**src/rtl/wd_writeback_arbiter_pkg.sv**
```systemverilog
// wd_writeback_arbiter_pkg: shared widths, source codes and FSM encoding for the write-back arbiter
package wd_writeback_arbiter_pkg;
   localparam int N_SRC = 6;
   localparam int SEL_W = 3;
   localparam int REG_W = 5;
   localparam logic [SEL_W-1:0] SRC_ALU   = 3'd0;
   localparam logic [SEL_W-1:0] SRC_MEM   = 3'd1;
   localparam logic [SEL_W-1:0] SRC_SHIFT = 3'd2;
   localparam logic [SEL_W-1:0] SRC_HI    = 3'd3;
   localparam logic [SEL_W-1:0] SRC_LO    = 3'd4;
   localparam logic [SEL_W-1:0] SRC_LUI   = 3'd5;
   typedef enum logic [1:0] {IDLE = 2'd0, GRANT = 2'd1, HOLD = 2'd2} state_e;
endpackage

```
**src/rtl/wd_writeback_arbiter_rr_pick.sv**
```systemverilog
// wd_writeback_arbiter_rr_pick: round-robin pick of one eligible source starting at ptr
// ports: elig (eligible sources), ptr (highest-priority index) -> onehot, idx, found
module wd_writeback_arbiter_rr_pick
   import wd_writeback_arbiter_pkg::*;
(
   input  logic [N_SRC-1:0] elig,
   input  logic [SEL_W-1:0] ptr,
   output logic [N_SRC-1:0] onehot,
   output logic [SEL_W-1:0] idx,
   output logic             found
);
   logic [2*N_SRC-1:0] dbl;
   logic [N_SRC-1:0]   rot;
   logic [SEL_W-1:0]   idx_r;
   logic [SEL_W:0]     sum;
   always_comb begin
      dbl = {elig, elig};
      rot = dbl[ptr +: N_SRC];
      idx_r = '0;
      for (int i = N_SRC - 1; i >= 0; i--) if (rot[i]) idx_r = SEL_W'(i);
      found = |rot;
      sum = {1'b0, idx_r} + {1'b0, ptr};
      idx = (sum >= (SEL_W+1)'(N_SRC)) ? SEL_W'(sum - (SEL_W+1)'(N_SRC)) : sum[SEL_W-1:0];
      onehot = found ? N_SRC'(1) << idx : '0;
   end
endmodule

```
**src/rtl/wd_writeback_arbiter.sv**
```systemverilog
// wd_writeback_arbiter: round-robin scheduler of the register-file write port among six Mux_WD sources
// ports: clk, reset (async active-low), stall, req, req_reg -> gnt, wd_sel, reg_write, write_reg (registered), busy (comb)
module wd_writeback_arbiter
   import wd_writeback_arbiter_pkg::*;
(
   input  logic                   clk,
   input  logic                   reset,
   input  logic                   stall,
   input  logic [N_SRC-1:0]       req,
   input  logic [N_SRC*REG_W-1:0] req_reg,
   output logic [N_SRC-1:0]       gnt,
   output logic [SEL_W-1:0]       wd_sel,
   output logic                   reg_write,
   output logic [REG_W-1:0]       write_reg,
   output logic                   busy
);
   state_e             state_q, state_d;
   logic [SEL_W-1:0]   rr_ptr_q, rr_ptr_d, wd_sel_q, wd_sel_d, pick_idx;
   logic [N_SRC-1:0]   gnt_q, gnt_d, elig, pick_oh;
   logic [REG_W-1:0]   write_reg_q, write_reg_d, pick_reg;
   logic               reg_write_q, reg_write_d, pick_found, grant;
   // the source currently granted still holds req high, so it is masked out
   assign elig = req & ~gnt_q;
   wd_writeback_arbiter_rr_pick u_pick (
      .elig   (elig),
      .ptr    (rr_ptr_q),
      .onehot (pick_oh),
      .idx    (pick_idx),
      .found  (pick_found)
   );
   always_comb begin
      pick_reg = req_reg[pick_idx*REG_W +: REG_W];
      // unused encoding recovers to IDLE; stall overrides any pending request
      state_d = (state_q > HOLD) ? IDLE : stall ? HOLD : pick_found ? GRANT : IDLE;
      grant = state_d == GRANT;
      gnt_d = grant ? pick_oh : '0;
      wd_sel_d = grant ? pick_idx : wd_sel_q;
      // a $0 destination yields pick_reg=0, so write_reg is forced to 0 as well
      reg_write_d = grant && (pick_reg != '0);
      write_reg_d = grant ? pick_reg : write_reg_q;
      rr_ptr_d = grant ? ((pick_idx == SEL_W'(N_SRC - 1)) ? '0 : pick_idx + 1'b1) : rr_ptr_q;
   end
   always_ff @(posedge clk or negedge reset) begin
      if (!reset) begin
         state_q     <= IDLE;
         rr_ptr_q    <= '0;
         gnt_q       <= '0;
         wd_sel_q    <= '0;
         reg_write_q <= 1'b0;
         write_reg_q <= '0;
      end else begin
         state_q     <= state_d;
         rr_ptr_q    <= rr_ptr_d;
         gnt_q       <= gnt_d;
         wd_sel_q    <= wd_sel_d;
         reg_write_q <= reg_write_d;
         write_reg_q <= write_reg_d;
      end
   end
   assign gnt       = gnt_q;
   assign wd_sel    = wd_sel_q;
   assign reg_write = reg_write_q;
   assign write_reg = write_reg_q;
   assign busy      = (|elig) | (|gnt_q);
endmodule

```
**config.mk**
```make
export PLATFORM = sky130hd
export DESIGN_NAME = wd_writeback_arbiter
export DESIGN_NICKNAME = d
export VERILOG_FILES = /design/src/rtl/wd_writeback_arbiter_pkg.sv /design/src/rtl/wd_writeback_arbiter_rr_pick.sv /design/src/rtl/wd_writeback_arbiter.sv
export SDC_FILE = /design/constraint.sdc
export NUM_CORES = 1
export LEC_CHECK = 0
export CORE_ASPECT_RATIO = 0.5
export CORE_MARGIN = 3
export CORE_UTILIZATION = 48
export DETAILED_ROUTE_END_ITERATION = 10
export PLACE_DENSITY = 0.87
export SLEW_MARGIN = 20
export SYNTH_ARGS = -nofsm -noshare
export SYNTH_HDL_FRONTEND = slang
export SYNTH_SLANG_ARGS = --single-unit
```
**constraint.sdc**
```tcl
create_clock -name clk -period 4.8 [get_ports clk]
set_input_delay 0.96 -clock clk [delete_from_list [all_inputs] [get_ports clk]]
set_output_delay 0.96 -clock clk [all_outputs]
set_load 0.005 [all_outputs]
```
==> results.tsv, run 1 <==
stage	metric	value	unit
drt	drt wl/cell	16.79	um
clock_tree	clk_lat worst skew	260	ps
clock_tree	clk sinks	20	
finish	layout filler cell count	246	
finish	area occupied by multi-input gates	0.001295	sq mm
placed_design	port bufs	54	
logic_synthesis	share of the synthesized area in the top cell type	27.17	%
floorplanning	core area	0.003547	sq mm
logic_synthesis	Cell Area, Synth	0.001842	sq mm
logic_synthesis	area leader, netlist	dfrtp_1	
logic_synthesis	Synth Instances	208	
timing	fin crit period	4671	ps
critical_path	type of the worst setup path	input pin to flip-flop	
clock_tree	clock transition at the registers of the reported paths	80	ps
logic_synthesis	Synth Warn #	0	
run_status	status	finished, final reports clean	
drt	vias per inst	5.926	
placed_design	Cells after DPL	332	
timing	Max Slew Vio Count	0	
global_routing	largest net degree at the start of global routing	29	
floorplanning	initial cell density of the core	51.92	%
finish	Final Instance Area	0.002778	sq mm
finish	share of layout cells above drive strength 1	25.95	%
timing	final clock skew	5.015	ps
timing	Final Hold Vio Count	0	
floorplanning	die area	0.004661	sq mm
logic_synthesis	main flop type after synthesis	dfrtp_1	
finish	max FFs per register	6	
clock_tree	hold_buf cts	0	
finish	Diodes inserted	0	
timing	FMAX	214.1	MHz
clock_tree	Root Buffer	clkbuf_8	
drt	1st-iter DRT viols	88	
logic_synthesis	Distinct cells, synth	58	
drt	via count	2015	
clock_tree	H-tree Lvls	1	
logic_synthesis	Seq cells post-synth	20	
critical_path	Worst Setup End Kind	flip-flop	
logic_synthesis	Post-Syn Nets	252	
floorplanning	Site Rows	15	
placed_design	routability cong.	0.8785	
clock_tree	clk buf depth	2	
placed_design	HPWL after DPL	4356	um
finish	non-filler instance count after layout	340	
finish	area grow syn2layout	50.82	%
finish	fin nets	334	
drt	post-route ant nets	0	
drt	Residual DRC	0	
logic_synthesis	Synth area leaders	dfrtp_1, mux4_2, mux2i_1	
logic_synthesis	Post-synth ARST share	100.0	%
drt	Routed WL	5707	um
global_routing	first-pass GRT wire length	9259	um
critical_path	crit path launch type	input pin	
logic_synthesis	number of enable flip-flop cells after synthesis	0	
timing	Final setup violation count	0	
global_routing	vias in the first global route	1990	
global_routing	initial antenna violation count	0	
floorplanning	Die Y	49.80	um
clock_tree	cts bufs inserted	3	
run	Max-cap violations	0	
placed_design	Post-Place Cell Area	0.002606	sq mm
global_routing	gr ovfl total	0	
drt	DRT Pass-1 Iters	5	
finish	Reg area	500.5	sq um
timing	period utilization	97.31	%
timing	Max transition margin	32.60	%
critical_path	Critical Path Fanout Max	5	
timing	RSZ-0062 raised after global routing	no	
worst_hold_path	HP Class	flip-flop to flip-flop	
clock_tree	CTS tree	done	
critical_path	Crit path required time	4890	ps
timing	Final TNS setup	0	ps
global_routing	Overall Global Routing Usage	25.16	%
logic_synthesis	Syn Area/Cell	8.855	sq um
logic_synthesis	Seq/Total Area, Yosys	27.17	%
floorplanning	Die Span X	93.60	um
critical_path	WP data arrival	4760	ps
floorplanning	io pins	55	
timing	worst-margin pin slew	1011	ps
synth_stat cells (6+ instances only):
library cell  number
inv_1              7
o21ai_0            8
clkbuf_1           6
nor2_1            20
nor4_1             6
nand2b_1           6
a21oi_1           11
mux2i_1            9
nand2_1           21
mux4_2             6
dfrtp_1           20
o21ai_1            7
cells in the final DEF, fill, tap and decap left out, types with 7 or more instances in the layout:
cell type        Yosys  final
clkdlybuf4s50_1      0     48
buf_4                1     37
nand2_1             21     21
dfrtp_1             20     20
nor2_1              20     19
a21oi_1             11     10
mux2i_1              9      8
o21ai_1              7      8
inv_1                7      7
o21ai_0              8      7
routing by layer:
metal | vias to the layer above | global-route usage [%] | wire length (um)
li1 | 955 | - | -
met1 | 968 | 32.60 | 2471
met2 | 84 | 44.73 | 2849
met3 | 8 | 3.201 | 329
met4 | 0 | 6.475 | 57
met5 | - | 0 | 0
through the flow:
stage,hold WS (ps),setup slack (ps),utilization [%]
after floorplan,429.6,330.6,-
after global placement,437.0,-297.6,73.47
after detailed placement,456.3,-468.1,73.47
after CTS,466.7,88.81,76.83
after global routing,498.5,3.186,78.31
final,466.1,129.0,78.31
cell type report:
class | count | share of cell area (%)
Sequential cell | 20 | 18.02
Tap cell | 51 | 2.297
Timing Repair Buffer | 91 | 29.19
Clock inverter | 1 | 1.081
Inverter | 9 | 1.306
Multi-Input combinational cell | 165 | 46.62
Clock buffer | 3 | 1.486
final timing paths:
check                           slack [ps]                     from                       end  depth (start not counted)
worst max register to register         470  rr_ptr_q[0]$_DFFE_PN0P_       reg_write$_DFF_PN0_                         16
max in group asynchronous             3060                    reset  write_reg[3]$_DFFE_PN0P_                          1
worst max-delay path                   130                   req[3]       reg_write$_DFF_PN0_                         17
worst min register to register         470     state_q[1]$_DFF_PN0_      state_q[1]$_DFF_PN0_                          1
worst min-delay path                   470     state_q[1]$_DFF_PN0_      state_q[1]$_DFF_PN0_                          1
min in group asynchronous             1200                    reset     wd_sel[2]$_DFFE_PN0P_                          1
critical path: stages:
cell           delay, ps
dlygate4sd2_1        190
nand2b_1             120
mux4_2               550
nor2_4               120
a31oi_1               60
o21bai_1             160
a21oi_1               80
nor2_1               130
ha_2                 210
fa_2                 480
and3_4               190
a221o_1              310
or2_4                280
a22o_1               240
a311oi_2             380
a2bb2oi_2            190
a41oi_2              110
repair_timing:
action | in CTS | in global routing
pin swaps | 10 | 5
endpoints found under the setup margin | 3 | 5
gates resized for setup | 12 | 13
buffers inserted | 4 | 0
logic make-up (layout without fill, tap and decap cells):
| family | count (synthesis) | count (layout) | share of synthesized area (%) |
|---|---|---|---|
| xor+xnor | 3 | 3 | 1.835 |
| buf+inv | 23 | 104 | 6.726 |
| flops | 20 | 20 | 27.17 |
| compound gates | 68 | 68 | 27.58 |
| simple gates | 72 | 72 | 19.43 |
| mux | 17 | 17 | 13.45 |
| fa+ha+maj | 5 | 5 | 3.804 |
Power of run 1 is not shown: default switching activity piles up to over one toggle a cycle in this logic, so the estimate is an artifact.
==> inputs of run 2 (changes only) <==
ABC_CLOCK_PERIOD_IN_PS = 4800   (was default)
CORE_UTILIZATION = 60   (was 48)
DONT_BUFFER_PORTS = 1   (was default)
PLACE_DENSITY = 0.82   (was 0.87)
==> run 2 against run 1 <==
  * Flip-flop and latch count unchanged
  * Count of clock-buffer cells in the layout did not move
  * Maximum frequency increased by 2.5%
  * Final area fell by 30%
  * Via count fell by 18%
  * Highest routed layer unchanged
  * Non-clock buffer count fell by 83
==> results.tsv, run 2 (synthesis results as in run 1) <==
stage	metric	value	unit	change
finish	most common cell after layout, fill and taps aside	nand2_1		was clkdlybuf4s50_1
critical_path	Crit path required time	4900	ps	was 4890 ps
critical_path	reg-to-reg startpoint	gnt[2]$_DFF_PN0_		was rr_ptr_q[0]$_DFFE_PN0P_
finish	Diodes inserted	0		unchanged
placed_design	post-place setup slack	-31.96	ps	was -468.1 ps
run	Max-cap violations	0		unchanged
drt	1st-iter DRT viols	117		was 88
critical_path	Crit-path slowest cell	mux4_2		unchanged
placed_design	Post-Place Cell Area	0.001861	sq mm	was 0.002606 sq mm
global_routing	largest net degree at the start of global routing	29		unchanged
floorplanning	die area	0.003811	sq mm	was 0.004661 sq mm
critical_path	Worst R2R End	reg_write$_DFF_PN0_		unchanged
clock_tree	clk sinks	20		unchanged
timing	final clock skew	5.511	ps	was 5.015 ps
placed_design	port bufs	0		was 54
floorplanning	io pins	55		unchanged
timing	Final setup violation count	0		unchanged
critical_path	type of the worst setup path	input pin to flip-flop		unchanged
critical_path	WP data arrival	4660	ps	was 4760 ps
global_routing	Overall Global Routing Usage	23.87	%	was 25.16%
floorplanning	Die Span X	84.36	um	was 93.60 um
run_status	status	finished, final reports clean		unchanged
drt	DRT Pass-1 Iters	4		was 5
critical_path	R2R depth	15		was 16
placed_design	HPWL after DPL	3456	um	was 4356 um
clock_tree	cts bufs inserted	3		unchanged
finish	share of layout cells above drive strength 1	15.53	%	was 25.95%
timing	FMAX	219.5	MHz	was 214.1 MHz
critical_path	Worst Setup End Kind	flip-flop		unchanged
global_routing	initial antenna violation count	0		unchanged
global_routing	vias in the first global route	1460		was 1990
drt	via count	1653		was 2015
finish	area grow syn2layout	4.891	%	was 50.82%
timing	Max transition margin	39.82	%	was 32.60%
clock_tree	clk buf depth	2		unchanged
timing	worst-margin pin slew	902.5	ps	was 1011 ps
clock_tree	Post-CTS Setup Bufs	0		was 4
finish	max FFs per register	6		unchanged
critical_path	Critical Path Fanout Max	7		was 5
timing	WHS	377.4	ps	was 466.1 ps
critical_path	max incr delay on CP	520	ps	was 550 ps
drt	vias per inst	6.802		was 5.926
clock_tree	CTS tree	done		unchanged
timing	period utilization	94.92	%	was 97.31%
clock_tree	hold_buf cts	0		unchanged
drt	Residual DRC	0		unchanged
clock_tree	H-tree Lvls	1		unchanged
drt	post-route ant nets	0		unchanged
floorplanning	initial cell density of the core	67.00	%	was 51.92%
timing	RSZ-0062 raised after global routing	no		unchanged
finish	most frequent cells in the layout	nand2_1, nor2_1, dfrtp_1		was clkdlybuf4s50_1, buf_4, nand2_1
worst_hold_path	HP Class	input pin to asynchronous set/reset pin		was flip-flop to flip-flop
global_routing	first-pass GRT wire length	7044	um	was 9259 um
critical_path	crit path cell chain	nand2b_1, mux4_2, mux2i_1, o21bai_1, a21oi_1, nor2_1, ha_1, fa_1, buf_4, a221o_1, or2_1, a22o_1, a311oi_2, a2bb2oi_2, a41oi_2		was dlygate4sd2_1, nand2b_1, mux4_2, nor2_4, a31oi_1, o21bai_1, a21oi_1, nor2_1, ha_2, fa_2, and3_4, a221o_1, or2_4, a22o_1, a311oi_2, a2bb2oi_2, a41oi_2
floorplanning	Site Rows	13		was 15
finish	fin nets	251		was 334
critical_path	setup slack, reg-to-reg	380	ps	was 470 ps
timing	Max Slew Vio Count	0		unchanged
clock_tree	Root Buffer	clkbuf_8		unchanged
clock_tree	clk_lat worst skew	270	ps	was 260 ps
finish	non-filler instance count after layout	243		was 340
global_routing	gr ovfl total	0		unchanged
drt	drt wl/cell	18.09	um	was 16.79 um
floorplanning	Die Y	45.18	um	was 49.80 um
critical_path	crit path launch type	input pin		unchanged
floorplanning	core area	0.002749	sq mm	was 0.003547 sq mm
timing	final setup margin	244.0	ps	was 129.0 ps
clock_tree	# resized after CTS	0		was 12
timing	fin crit period	4556	ps	was 4671 ps
placed_design	routability cong.	0.9519		was 0.8785
drt	Routed WL	4397	um	was 5707 um
finish	Final Instance Area	0.001932	sq mm	was 0.002778 sq mm
timing	Final Hold Vio Count	0		unchanged
clock_tree	clock transition at the registers of the reported paths	80	ps	about the same
placed_design	Cells after DPL	239		was 332
-- run 2: metal layers --
layer / up-vias / routed length [um] / GRT usage, %
met4: 0 / 21 / 4.732
li1: 792 / - / -
met5: - / 0 / 0
met2: 94 / 1996 / 37.93
met1: 763 / 1987 / 34.44
met3: 4 / 391 / 5.100
-- run 2: worst max path at each step --
stage	start	to	slack [ps]	cells past startpoint
final	req[2]	reg_write$_DFF_PN0_	240	15
after global routing	req[2]	reg_write$_DFF_PN0_	8	15
after CTS	req[2]	reg_write$_DFF_PN0_	260	15
after detailed placement	req[2]	reg_write$_DFF_PN0_	-30	15
after global placement	req[2]	reg_write$_DFF_PN0_	140	15
after floorplan	req[2]	reg_write$_DFF_PN0_	330	16
-- run 2: layout make-up --
cell class	instances	area (sq um)
Fill cell	220	817.0
Clock inverter	1	30.03
Tap cell	37	46.29
Inverter	9	36.28
Sequential cell	20	500.5
Clock buffer	3	41.29
Multi-Input combinational cell	165	1217
Timing Repair Buffer	8	60.06
-- run 2: per-stage QoR --
step           TNS, ps  util [%]
2_1_floorplan        0         -
3_3_place_gp         0     67.68
3_5_place_dp    -31.96     67.68
4_1_cts              0     70.28
5_1_grt              0     70.28
6_report             0     70.28
-- run 2: critical path: cells and delay by family --
family | cells | cell delay [ps]
buffers and inverters | 1 | 190
AOI/OAI and AO/OA | 7 | 1510
muxes | 2 | 770
and+or+nand+nor | 3 | 480
adders and majority gates | 2 | 740
Power of run 2 is left out for the same reason.
